--- src/rtl/dmem_arbiter.sv ---
// Two-port round-robin arbiter and access sequencer for the multi-cycle data memory.
// Latches one request at a time, strobes dmem for one cycle and returns the result to the owner.
module dmem_arbiter #(
  parameter int unsigned DEPTH_WORDS = 16384,
  parameter logic [7:0]  TIMEOUT     = 8'd15
) (
  input  logic        clk,
  input  logic        rst_n,
  input  logic        p0_req,
  input  logic        p0_we,
  input  logic [31:0] p0_addr,
  input  logic [31:0] p0_wdata,
  output logic        p0_gnt,
  output logic        p0_rsp_valid,
  output logic [31:0] p0_rdata,
  output logic        p0_err,
  input  logic        p1_req,
  input  logic        p1_we,
  input  logic [31:0] p1_addr,
  input  logic [31:0] p1_wdata,
  output logic        p1_gnt,
  output logic        p1_rsp_valid,
  output logic [31:0] p1_rdata,
  output logic        p1_err,
  output logic [31:0] m_addr,
  output logic [31:0] m_wdata,
  output logic        m_read,
  output logic        m_write,
  input  logic [31:0] m_rdata,
  input  logic        m_ready,
  output logic        busy
);

  localparam logic [31:0] DEPTH_L = 32'(DEPTH_WORDS);

  typedef enum logic [1:0] {S_IDLE = 2'd0, S_ISSUE = 2'd1, S_WAIT = 2'd2} state_t;

  state_t      state_q, state_d;
  logic [31:0] m_addr_q, m_addr_d, m_wdata_q, m_wdata_d;
  logic        we_q, we_d, owner_q, owner_d, last_q, last_d;
  logic [7:0]  cnt_q, cnt_d;
  logic [1:0]  rsp_valid_q, rsp_valid_d, err_q, err_d;
  logic [31:0] rdata0_q, rdata0_d, rdata1_q, rdata1_d;

  logic        grant_s, grant_port_s, grant_we_s, grant_oor_s;
  logic [31:0] grant_addr_s, grant_wdata_s;
  logic        resp_fire_s, resp_err_s, resp_port_s;
  logic [31:0] resp_data_s;

  // Round-robin grant: on contention the port not granted last wins
  always_comb begin
    p0_gnt = 1'b0;
    p1_gnt = 1'b0;
    if (state_q == S_IDLE) begin
      p0_gnt = p0_req && (!p1_req || last_q);
      p1_gnt = p1_req && (!p0_req || !last_q);
    end else begin
      p0_gnt = 1'b0;
      p1_gnt = 1'b0;
    end
    grant_s       = p0_gnt || p1_gnt;
    grant_port_s  = p1_gnt;
    grant_we_s    = p1_gnt ? p1_we    : p0_we;
    grant_addr_s  = p1_gnt ? p1_addr  : p0_addr;
    grant_wdata_s = p1_gnt ? p1_wdata : p0_wdata;
    grant_oor_s   = {2'b00, grant_addr_s[31:2]} >= DEPTH_L;
  end

  // Access sequencer: next state, dmem strobes and the response to be registered
  always_comb begin
    state_d     = state_q;
    m_addr_d    = m_addr_q;
    m_wdata_d   = m_wdata_q;
    we_d        = we_q;
    owner_d     = owner_q;
    last_d      = last_q;
    cnt_d       = cnt_q;
    m_read      = 1'b0;
    m_write     = 1'b0;
    resp_fire_s = 1'b0;
    resp_err_s  = 1'b0;
    resp_port_s = owner_q;
    resp_data_s = 32'h0000_0000;
    case (state_q)
      S_IDLE: begin
        if (grant_s) begin
          m_addr_d  = grant_addr_s;
          m_wdata_d = grant_wdata_s;
          we_d      = grant_we_s;
          owner_d   = grant_port_s;
          last_d    = grant_port_s;
          if (grant_oor_s) begin
            resp_fire_s = 1'b1;
            resp_err_s  = 1'b1;
            resp_port_s = grant_port_s;
          end else begin
            state_d = S_ISSUE;
          end
        end else begin
          state_d = S_IDLE;
        end
      end
      S_ISSUE: begin
        // Hold here while dmem is still busy; these cycles are not timed
        if (m_ready) begin
          m_read  = !we_q;
          m_write = we_q;
          cnt_d   = 8'd1;
          state_d = S_WAIT;
        end else begin
          state_d = S_ISSUE;
        end
      end
      S_WAIT: begin
        // m_ready is stale in the first WAIT cycle: dmem drops it after the strobe edge
        if ((cnt_q != 8'd1) && m_ready) begin
          resp_fire_s = 1'b1;
          resp_data_s = we_q ? 32'h0000_0000 : m_rdata;
          state_d     = S_IDLE;
        end else if (cnt_q >= TIMEOUT) begin
          resp_fire_s = 1'b1;
          resp_err_s  = 1'b1;
          state_d     = S_IDLE;
        end else begin
          cnt_d = cnt_q + 8'd1;
        end
      end
      default: begin
        state_d = S_IDLE;
      end
    endcase

    rsp_valid_d = {resp_fire_s && resp_port_s, resp_fire_s && !resp_port_s};
    err_d       = {resp_fire_s && resp_err_s && resp_port_s,
                   resp_fire_s && resp_err_s && !resp_port_s};
    if (resp_fire_s && !resp_port_s) begin
      rdata0_d = resp_data_s;
      rdata1_d = 32'h0000_0000;
    end else if (resp_fire_s && resp_port_s) begin
      rdata0_d = 32'h0000_0000;
      rdata1_d = resp_data_s;
    end else begin
      rdata0_d = 32'h0000_0000;
      rdata1_d = 32'h0000_0000;
    end
  end

  // State, latched access and response registers
  always_ff @(posedge clk or negedge rst_n) begin
    if (!rst_n) begin
      state_q     <= S_IDLE;
      m_addr_q    <= 32'h0000_0000;
      m_wdata_q   <= 32'h0000_0000;
      we_q        <= 1'b0;
      owner_q     <= 1'b0;
      last_q      <= 1'b1;
      cnt_q       <= 8'd0;
      rsp_valid_q <= 2'b00;
      err_q       <= 2'b00;
      rdata0_q    <= 32'h0000_0000;
      rdata1_q    <= 32'h0000_0000;
    end else begin
      state_q     <= state_d;
      m_addr_q    <= m_addr_d;
      m_wdata_q   <= m_wdata_d;
      we_q        <= we_d;
      owner_q     <= owner_d;
      last_q      <= last_d;
      cnt_q       <= cnt_d;
      rsp_valid_q <= rsp_valid_d;
      err_q       <= err_d;
      rdata0_q    <= rdata0_d;
      rdata1_q    <= rdata1_d;
    end
  end

  assign m_addr       = m_addr_q;
  assign m_wdata      = m_wdata_q;
  assign p0_rsp_valid = rsp_valid_q[0];
  assign p1_rsp_valid = rsp_valid_q[1];
  assign p0_err       = err_q[0];
  assign p1_err       = err_q[1];
  assign p0_rdata     = rdata0_q;
  assign p1_rdata     = rdata1_q;
  assign busy         = (state_q != S_IDLE);

endmodule

--- config.mk ---
export PLATFORM = sky130hd
export DESIGN_NAME = dmem_arbiter
export DESIGN_NICKNAME = d
export VERILOG_FILES = /design/src/rtl/dmem_arbiter.sv
export SDC_FILE = /design/constraint.sdc
export NUM_CORES = 1
export LEC_CHECK = 0
export BUFFER_PORTS_ARGS = -buffer_cell sky130_fd_sc_hd__buf_4
export CAP_MARGIN = 5
export CORE_MARGIN = 3
export CORE_UTILIZATION = 45
export CTS_CLUSTER_SIZE = 28
export DETAILED_ROUTE_END_ITERATION = 6
export MAX_ROUTING_LAYER = met4
export PLACE_DENSITY_LB_ADDON = 0.2
export SYNTH_ARGS = -nofsm -noshare
export SYNTH_HDL_FRONTEND = slang
export SYNTH_SLANG_ARGS = --single-unit
--- constraint.sdc ---
create_clock -name clk -period 2.4 [get_ports clk]
set_input_delay 0 -clock clk [delete_from_list [all_inputs] [get_ports clk]]
set_output_delay 0 -clock clk [all_outputs]
set_load 0.005 [all_outputs]
=== Word level (Yosys, flattened, before mapping) ===
Cells that the tools add are included.

* Register bits: 145
* Word-level logic and storage cells: 79

* Add/subtract/negate cells: 1
* $lt $le $gt $ge: 2
* Equal/unequal tests: 8
* Multiplexer cells: 35
* Reduce and logical (&&, ||, !) cells: 22

{| class="wikitable"
|+ Operators with widths
! cell !! count
|-
| 2-to-1 mux 32 bit || 8
|-
| greater-or-equal comparator 30 x 15 -> 1 bit (second input constant) || 1
|-
| 2-to-1 mux 8 bit || 3
|-
| one-hot mux 8 bit (2 select lines) || 1
|-
| 2-to-1 mux 1 bit || 15
|-
| 2-to-1 mux 2 bit || 5
|-
| adder 8 x 1 -> 8 bit (second input constant) || 1
|-
| greater-or-equal comparator 8 x 4 -> 1 bit (second input constant) || 1
|-
| logical AND 1 bit || 8
|-
| != test 8 x 1 -> 1 bit (second input constant) || 1
|-
| != test 2 bit (second input constant) || 3
|-
| != test 3 bit (second input constant) || 2
|-
| one-hot mux 2 bit (3 select lines) || 1
|-
| logical NOT 1 bit || 5
|-
| one-hot mux 1 bit (2 select lines) || 2
|-
| AND reduction 2 bit || 2
|-
| AND reduction 4 bit || 1
|-
| nonzero test 2 bit || 2
|-
| logical OR 1 bit || 3
|-
| equality test 2 x 1 -> 1 bit (second input constant) || 1
|-
| equality test 2 bit (second input constant) || 1
|-
| logical NOT 2 bit || 1
|}

=== Logic depth before layout (Yosys ltp) ===
Gate-level depths: netlist of the first run.

* Depth after elaboration: 12
* Depth in mapped cells: 7
* Depth with buffers taken out: 6

=== Worst setup path after synthesis of the first run ===
Ideal clock, no wire load.

* Path type: register to register
* Start point: reg cnt_q[1]
* End point: reg rdata0_q[22], in the netlist p0_rdata[22]
* Setup time: 120 ps
* Arrival time: 1,772 ps
* Setup slack: 509 ps
* Stages on the path, launching flop included: 8
* Path buffers: 1
* Path through: dfrtp_1 inv_1 ha_1 or3b_4 a211oi_4 o32ai_2 buf_6 and3_1

* Longest elaborated chain between the ends: 6

{| class="wikitable"
|+ Ends and longest elaborated chain
! what !! RTL line !! source
|-
| start: declaration || 41 || <nowiki>logic [7:0] cnt_q, cnt_d;</nowiki>
|-
| start signal: assignment || 169 || <nowiki>cnt_q <= cnt_d;</nowiki>
|-
| greater-or-equal comparator 8 x 4 -> 1 bit or != test 8 x 1 -> 1 bit (tied branches) || 120, 116 ||
|-
| 2-to-1 mux 1 bit or logical AND 1 bit (tied branches) || 120, 116 ||
|-
| 2-to-1 mux 1 bit (*) || 116 || <nowiki>if ((cnt_q != 8'd1) && m_ready) begin</nowiki>
|-
| one-hot mux 1 bit (2 select lines) (*) || 84 || <nowiki>case (state_q)</nowiki>
|-
| logical AND 1 bit (*) || n/a ||
|-
| named net rsp_valid_d[0] || 42 || <nowiki>logic [1:0] rsp_valid_q, rsp_valid_d, err_q, err_d;</nowiki>
|-
| 2-to-1 mux 32 bit (*) || 136 || <nowiki>if (resp_fire_s && !resp_port_s) begin</nowiki>
|-
| named net rdata0_d[22] || 43 || <nowiki>logic [31:0] rdata0_q, rdata0_d, rdata1_q, rdata1_d;</nowiki>
|-
| end signal: assignment || 172 || <nowiki>rdata0_q <= rdata0_d;</nowiki>
|-
| end: declaration || 43 ||
|}

Mark *: on every way through the listed nets, which the timed path passes. The rest lies on a longest branch.
A chain may end at the register's enable or synchronous reset.

=== Worst setup path after layout of the first run ===
* Start point: reg state_q[1]
* End point: reg rdata1_q[22], in the netlist p1_rdata[22]

* Longest elaborated chain between the ends: 10

{| class="wikitable"
|+ Ends and longest elaborated chain
! what !! RTL line !! source
|-
| start: declaration || 38 || <nowiki>state_t state_q, state_d;</nowiki>
|-
| start signal: assignment || 163 || <nowiki>state_q <= state_d;</nowiki>
|-
| logical NOT 2 bit || 54, 84 ||
|-
| 2-to-1 mux 1 bit || 54 || <nowiki>if (state_q == S_IDLE) begin</nowiki>
|-
| 2-to-1 mux 32 bit || 64 || <nowiki>grant_addr_s = p1_gnt ? p1_addr : p0_addr;</nowiki>
|-
| greater-or-equal comparator 30 x 15 -> 1 bit || 66 || <nowiki>grant_oor_s = {2'b00, grant_addr_s[31:2]} >= DEPTH_L;</nowiki>
|-
| 2-to-1 mux 1 bit || 92 || <nowiki>if (grant_oor_s) begin</nowiki>
|-
| 2-to-1 mux 1 bit || 86 || <nowiki>if (grant_s) begin</nowiki>
|-
| one-hot mux 1 bit (2 select lines) or 2-to-1 mux 1 bit (tied branches) || 84 ||
|-
| logical AND 1 bit or logical NOT 1 bit (tied branches) || 139, 136 ||
|-
| 2-to-1 mux 32 bit or logical AND 1 bit (tied branches) || 139, 136 ||
|-
| 2-to-1 mux 32 bit (*) || 136 ||
|-
| named net rdata1_d[22] || 43 ||
|-
| end signal: assignment || 173 || <nowiki>rdata1_q <= rdata1_d;</nowiki>
|-
| end: declaration || 43 ||
|}

Marked as above.

==> run_results.csv, run 1 <==
group,metric,value,unit
synth,yosysUniqueCellTypes,44,
timing,relSlewSlack,0.334,
detailed_routing,drtPass1Iterations,6,
worst_setup_path,critical_path_arrival,2.53,ns
detailed_routing,routed-via-count,6648,
placement,dp_slack,0.254,ns
cells_and_area,layout_common_cells,"309 x buf_4, 166 x dlygate4sd3_1, 144 x dfrtp_1",
synth,avgSynthCellArea,10.2,sq um
synth,synth_cells,582,
clocking,clock_sinks,145,
grt,grt_max_degree,65,
die,die_h,121,microns
placement,placed_cell_area,8330,sq um
hold_path,worst_hold_path.endpoint,"state_q[0]",
worst_setup_path,worstReg2RegStart,"state_q[1]",
timing,slew_viol_final,0,
power_and_ir_drop,p_leak,5.53,nW
clocking,clkSlewWorstSetupHoldPaths,0.06,ns
cells_and_area,area_growth,79.4,%
synth,ys_ff_latch,145,
cells_and_area,layout.cells.most_common,"buf_4",
synth,ys.warnings.count,0,
timing,hold_viol_final,0,
placement,globalplace.congestion,0.905,
worst_setup_path,cp.required,2.74,ns
synth,synth-main-ff-cell,"dfrtp_1",
synth,synthesis.nets,751,
cells_and_area,final_nets,1208,
die,core,12700,sq um
timing,max_slew.worst_pin.slew,0.999,ns
clocking,cts.htree.levels,4,
cells_and_area,finalInstanceArea,10600,sq um
detailed_routing,dr.first_iter.drc_count,513,
timing,rsz0062_at_grt,"false",
detailed_routing,drc,0,
clocking,cts_tree,"yes",
die,num_rows,41,
synth,synth-edff-count,0,
power_and_ir_drop,power_density,670,nW/um^2
power_and_ir_drop,vdd_drop_max,0.560,mV
run,drv_cap,0,
worst_setup_path,end_kind,"flip-flop",
detailed_routing,vias_per_cell,5.42,
die,die-area,14600,sq um
worst_setup_path,ff2ff_path_depth,4,
timing,fin_skew,0.00996,ns
synth,synth_seq_area_share,0.613,
detailed_routing,ant_nets,0,
clocking,cts_buffers,17,
grt,first_global_vias,7058,
worst_setup_path,critPathKind,"flip-flop to flip-flop",
clocking,insertion_delay,0.41,ns
grt,grt_antenna_before_repair,1,
outcome,status,"completed",
worst_setup_path,cp-start-kind,"flip-flop",
timing,final.setup.worst_slack,0.207,ns
grt,gr-usage-all-layers,0.339,
grt,grt_overflow,0,
placement,portBuffers,303,
detailed_routing,wire_per_inst,19.8,microns
worst_setup_path,reg2reg_to,"p1_rdata[22]",
detailed_routing,wirelength,24.3,mm
worst_setup_path,reg2reg_slack,0.21,ns
clocking,cts.path.max_buffers,2,
grt,grt_pass1_wl,37.0,mm
timing,fmax,456,MHz
worst_setup_path,crit_fanout,40,
placement,hpwl,13.3,mm
timing,period_share,0.914,
hold_path,hold_start,"p1_req",
clocking,cts-root-buf,"clkbuf_16",
cells_and_area,drive_gt1_frac,0.347,
die,io_pins,304,
synth,mappedNetlistArea,5920,sq um
die,die_x,121,microns
timing,fin_crit,2.19,ns
synth,async_reset_ff_frac,1.00,
hold_path,min_path_type,"input pin to flip-flop",
hold_path,worstHoldPathCells,4,
timing,setup_tns,0,ns
timing,finalSetupViolations,0,
die,initial_core_util,0.465,
[layout make-up]
cell class / instances / area [sq um]
Fill cell: 647 / 2110
Clock inverter: 12 / 148
Inverter: 9 / 33.8
Clock buffer: 20 / 467
Tap cell: 172 / 215
Multi-Input combinational cell: 387 / 2060
Sequential cell: 145 / 3630
Timing Repair Buffer: 479 / 4050
Antenna cell: 3 / 7.51
[synthesized netlist by cell type (2+ instances only)]
| library cell | instances | area share |
|---|---|---|
| mux2i_1 | 2 | 0.0034 |
| and2_1 | 4 | 0.0042 |
| dfrtp_1 | 144 | 0.61 |
| a22o_1 | 2 | 0.0030 |
| buf_1 | 3 | 0.0019 |
| nor4_1 | 8 | 0.0085 |
| ha_1 | 2 | 0.0042 |
| and3_1 | 61 | 0.064 |
| buf_2 | 9 | 0.0076 |
| clkbuf_1 | 23 | 0.015 |
| nand2_1 | 137 | 0.087 |
| inv_1 | 8 | 0.0051 |
| nand4_1 | 3 | 0.0032 |
| o21ai_0 | 3 | 0.0025 |
| nand2b_1 | 2 | 0.0021 |
| and3_2 | 4 | 0.0051 |
| buf_6 | 6 | 0.011 |
| nor2_1 | 69 | 0.044 |
| a21oi_1 | 2 | 0.0017 |
| a31oi_1 | 66 | 0.070 |
[cell families after synthesis]
kind of cell    count (synthesis)  synth area share
compound gates                 81            0.0979
xor+xnor                        1           0.00148
fa+ha+maj                       2           0.00423
buf+inv                        50            0.0412
flops                         145             0.613
mux                             2           0.00338
simple gates                  301             0.238
[registers in the layout (all words and copies together) (netlist names)]
name	count
cnt_q	8
err_q	2
last_q	1
m_addr	32
m_wdata	32
owner_q	1
p0_rdata	32
p1_rdata	32
rsp_valid_q	2
state_q	2
we_q	1
[power by group]
part,internal (mW),switching (mW)
combinational,0.806,0.731
clock,1.64,1.09
sequential,2.67,0.181
[routing by layer]
metal  share of wire  GRT usage  up-vias
met1            0.35      0.365     3171
met5               0          -        -
met4           0.050      0.181        0
met3           0.087     0.0753      108
met2            0.51      0.584      467
li1                -          -     2902
[critical path: stages (launching register included)]
cell     delay [ns]
dfrtp_1        0.45
or3b_1         0.43
a21o_4         0.35
o32ai_4        0.61
and3_1         0.27
[metrics by stage]
step	utilization	hold slack, ns	instances	total power, mW
floorplan	-	-0.296	582	3.33
global placement	0.654	-0.0200	1026	4.04
detailed placement	0.654	-0.0174	1026	4.07
CTS	0.833	0.0458	1224	7.02
global route	0.834	0.0647	1225	7.37
finish	0.834	0.0691	1227	7.11
[worst max path at each step]
| stage | start | endpoint | depth (start not counted) |
|---|---|---|---|
| floorplan | cnt_q[1] | p0_rdata[22] | 7 |
| detailed placement | state_q[1] | p1_rdata[29] | 4 |
| CTS | state_q[1] | p0_gnt | 5 |
| finish | state_q[1] | p1_rdata[22] | 4 |
| global route | state_q[1] | p1_rdata[24] | 4 |
| global placement | state_q[1] | p1_rdata[17] | 4 |
[what timing repair did]
action,4_1_cts,5_1_grt
endpoints found under the hold margin,234,0
hold buffers,166,0
gates resized for setup,0,1
setup buffers,0,0
setup endpoints to repair,0,1
(Power assumes the default switching activity.)
==> run 2, diff against run 1 <==
--- a/config.mk
+++ b/config.mk
@@ -7,12 +7,13 @@
 export LEC_CHECK = 0
 export BUFFER_PORTS_ARGS = -buffer_cell sky130_fd_sc_hd__buf_4
 export CAP_MARGIN = 5
-export CORE_MARGIN = 3
+export CORE_MARGIN = 4
 export CORE_UTILIZATION = 45
 export CTS_CLUSTER_SIZE = 28
 export DETAILED_ROUTE_END_ITERATION = 6
 export MAX_ROUTING_LAYER = met4
 export PLACE_DENSITY_LB_ADDON = 0.2
+export SLEW_MARGIN = 0
 export SYNTH_ARGS = -nofsm -noshare
 export SYNTH_HDL_FRONTEND = slang
 export SYNTH_SLANG_ARGS = --single-unit
==> run_results.csv, run 2 (synthesis gave the netlist of run 1 again) <==
group,metric,value,unit
hold_path,worst_hold_path.endpoint,"state_q[0]",
hold_path,hold_start,"p1_addr[18]",
worst_setup_path,worstReg2RegStart,"state_q[1]",
cells_and_area,multiInputGateArea,2060,sq um
die,io_pins,304,
outcome,status,"finished with violations",
worst_setup_path,end_kind,"flip-flop",
clocking,cts_buffers,17,
run,drv_cap,0,
grt,grt_max_degree,70,
clocking,cts-root-buf,"clkbuf_16",
timing,hold_viol_final,0,
detailed_routing,dr.first_iter.drc_count,715,
worst_setup_path,cp.required,2.68,ns
cells_and_area,drive_gt1_frac,0.348,
cells_and_area,diodes,0,
placement,portBuffers,303,
timing,finalSetupViolations,0,
power_and_ir_drop,swShare,0.288,
timing,relSlewSlack,0.332,
worst_setup_path,reg2reg_to,"m_addr[18]",
detailed_routing,wirelength,24.4,mm
timing,whs,0.141,ns
worst_setup_path,cp-start-kind,"flip-flop",
cells_and_area,final-seq-area,3630,sq um
hold_path,min_path_type,"input pin to flip-flop",
cells_and_area,area_growth,78.7,%
detailed_routing,drtPass1Iterations,7,
grt,first_global_vias,7068,
timing,period_share,0.974,
hold_path,worstHoldPathCells,5,
die,num_rows,41,
clocking,insertion_delay,0.42,ns
clocking,postCtsSetupRepairBufs,0,
cells_and_area,layout.cells.most_common,"buf_4",
clocking,cts.htree.levels,4,
timing,fin_skew,0.0131,ns
timing,rsz0062_at_grt,"true",
detailed_routing,drc,3,
clocking,cts.path.max_buffers,2,
outcome,violations,"DRC",
power_and_ir_drop,total_power,7.02,mW
worst_setup_path,ff2ff_path_depth,6,
power_and_ir_drop,intPower,5.00,mW
power_and_ir_drop,power_density,664,nW/um^2
detailed_routing,ant_nets,0,
clocking,clkSlewWorstSetupHoldPaths,0.06,ns
die,die-area,15000,sq um
worst_setup_path,crit_fanout,40,
placement,placed_cells,1025,
die,initial_core_util,0.465,
timing,fin_crit,2.34,ns
worst_setup_path,critical_path_arrival,2.62,ns
grt,grt_overflow,0,
detailed_routing,routed-via-count,6718,
timing,slew_viol_final,0,
placement,globalplace.congestion,0.868,
cells_and_area,layout_common_cells,"306 x buf_4, 166 x dlygate4sd3_1, 143 x dfrtp_1",
cells_and_area,fin_cells,1224,
grt,grt_antenna_before_repair,0,
die,core,12700,sq um
cells_and_area,final_util,0.831,
timing,max_slew.worst_pin.slew,1.00,ns
grt,gr-usage-all-layers,0.329,
detailed_routing,vias_per_cell,5.49,
die,die_x,123,microns
power_and_ir_drop,power_frac_seq,0.406,
power_and_ir_drop,p_leak,5.50,nW
timing,setup_tns,0,ns
clocking,cts_tree,"yes",
grt,grt_pass1_wl,36.6,mm
clocking,clock_sinks,145,
cells_and_area,num-fill-cells,624,
worst_setup_path,reg2reg_slack,0.06,ns
placement,hpwl,13.7,mm
timing,fmax,428,MHz
cells_and_area,final_nets,1208,
power_and_ir_drop,p_clk_frac,0.363,
worst_setup_path,critPathKind,"flip-flop to flip-flop",
power_and_ir_drop,p_comb_frac,0.231,
power_and_ir_drop,switchingPower,2.02,mW
die,die_h,123,microns
detailed_routing,wire_per_inst,20.0,microns
power_and_ir_drop,vdd_drop_max,0.423,mV
## run 2: what timing repair did
item | CTS | global route
hold buffers | 166 | 0
setup endpoints to repair | 0 | 28
gates resized for setup | 0 | 7
endpoints found under the hold margin | 191 | 0
## run 2: per-stage QoR
stage / setup slack [ns] / cell area, sq um
finish: 0.0616 / 10600
global route: -0.0427 / 10600
CTS: 0.0162 / 10600
detailed placement: 0.271 / 8320
global placement: 0.331 / 8320
floorplan: 0.509 / 5920
## run 2: layout make-up
class	instances	share of cell area
well taps	172	0.0203
clock inverters	15	0.0137
flip-flops and latches	145	0.343
repair buffers	478	0.384
clock buffers	17	0.0402
multi-input cells	388	0.195
inverters	9	0.00343
## run 2: how the worst max path moves through the flow
| stage | end | cells after the start | slack (ns) | from |
|---|---|---|---|---|
| finish | m_addr[18] | 6 | 0.06 | state_q[1] |
| global route | m_addr[12] | 6 | -0.04 | last_q |
| CTS | m_addr[20] | 6 | 0.02 | state_q[1] |
| detailed placement | p1_rdata[19] | 5 | 0.27 | cnt_q[0] |
| global placement | p1_rdata[19] | 5 | 0.33 | cnt_q[0] |
| floorplan | p0_rdata[22] | 7 | 0.51 | cnt_q[1] |
## run 2: per-layer routing
layer  up-vias  global-route usage  part of all wire
li1       2900                   -                 -
met1      3167               0.366              0.36
met2       516               0.549              0.50
met3       135              0.0770             0.092
met4         0               0.177             0.053
met5         -                   -                 0
## run 2: worst max-delay path, cell delays in order (launching register included)
cell           delay (ns)
dfrtp_2              0.45
or3b_1               0.44
a21o_4               0.29
buf_8                0.21
nor2_1               0.14
a31oi_1              0.07
dlygate4sd3_1        0.60
## run 2: power groups by stage
stage	logic [mW]	clock network (mW)	registers, mW
after floorplan	0.483	0	2.84
after global placement	1.19	0	2.85
after detailed placement	1.22	0	2.85
after CTS	1.52	2.57	2.82
after global routing	1.72	2.69	2.86
final	1.62	2.55	2.85
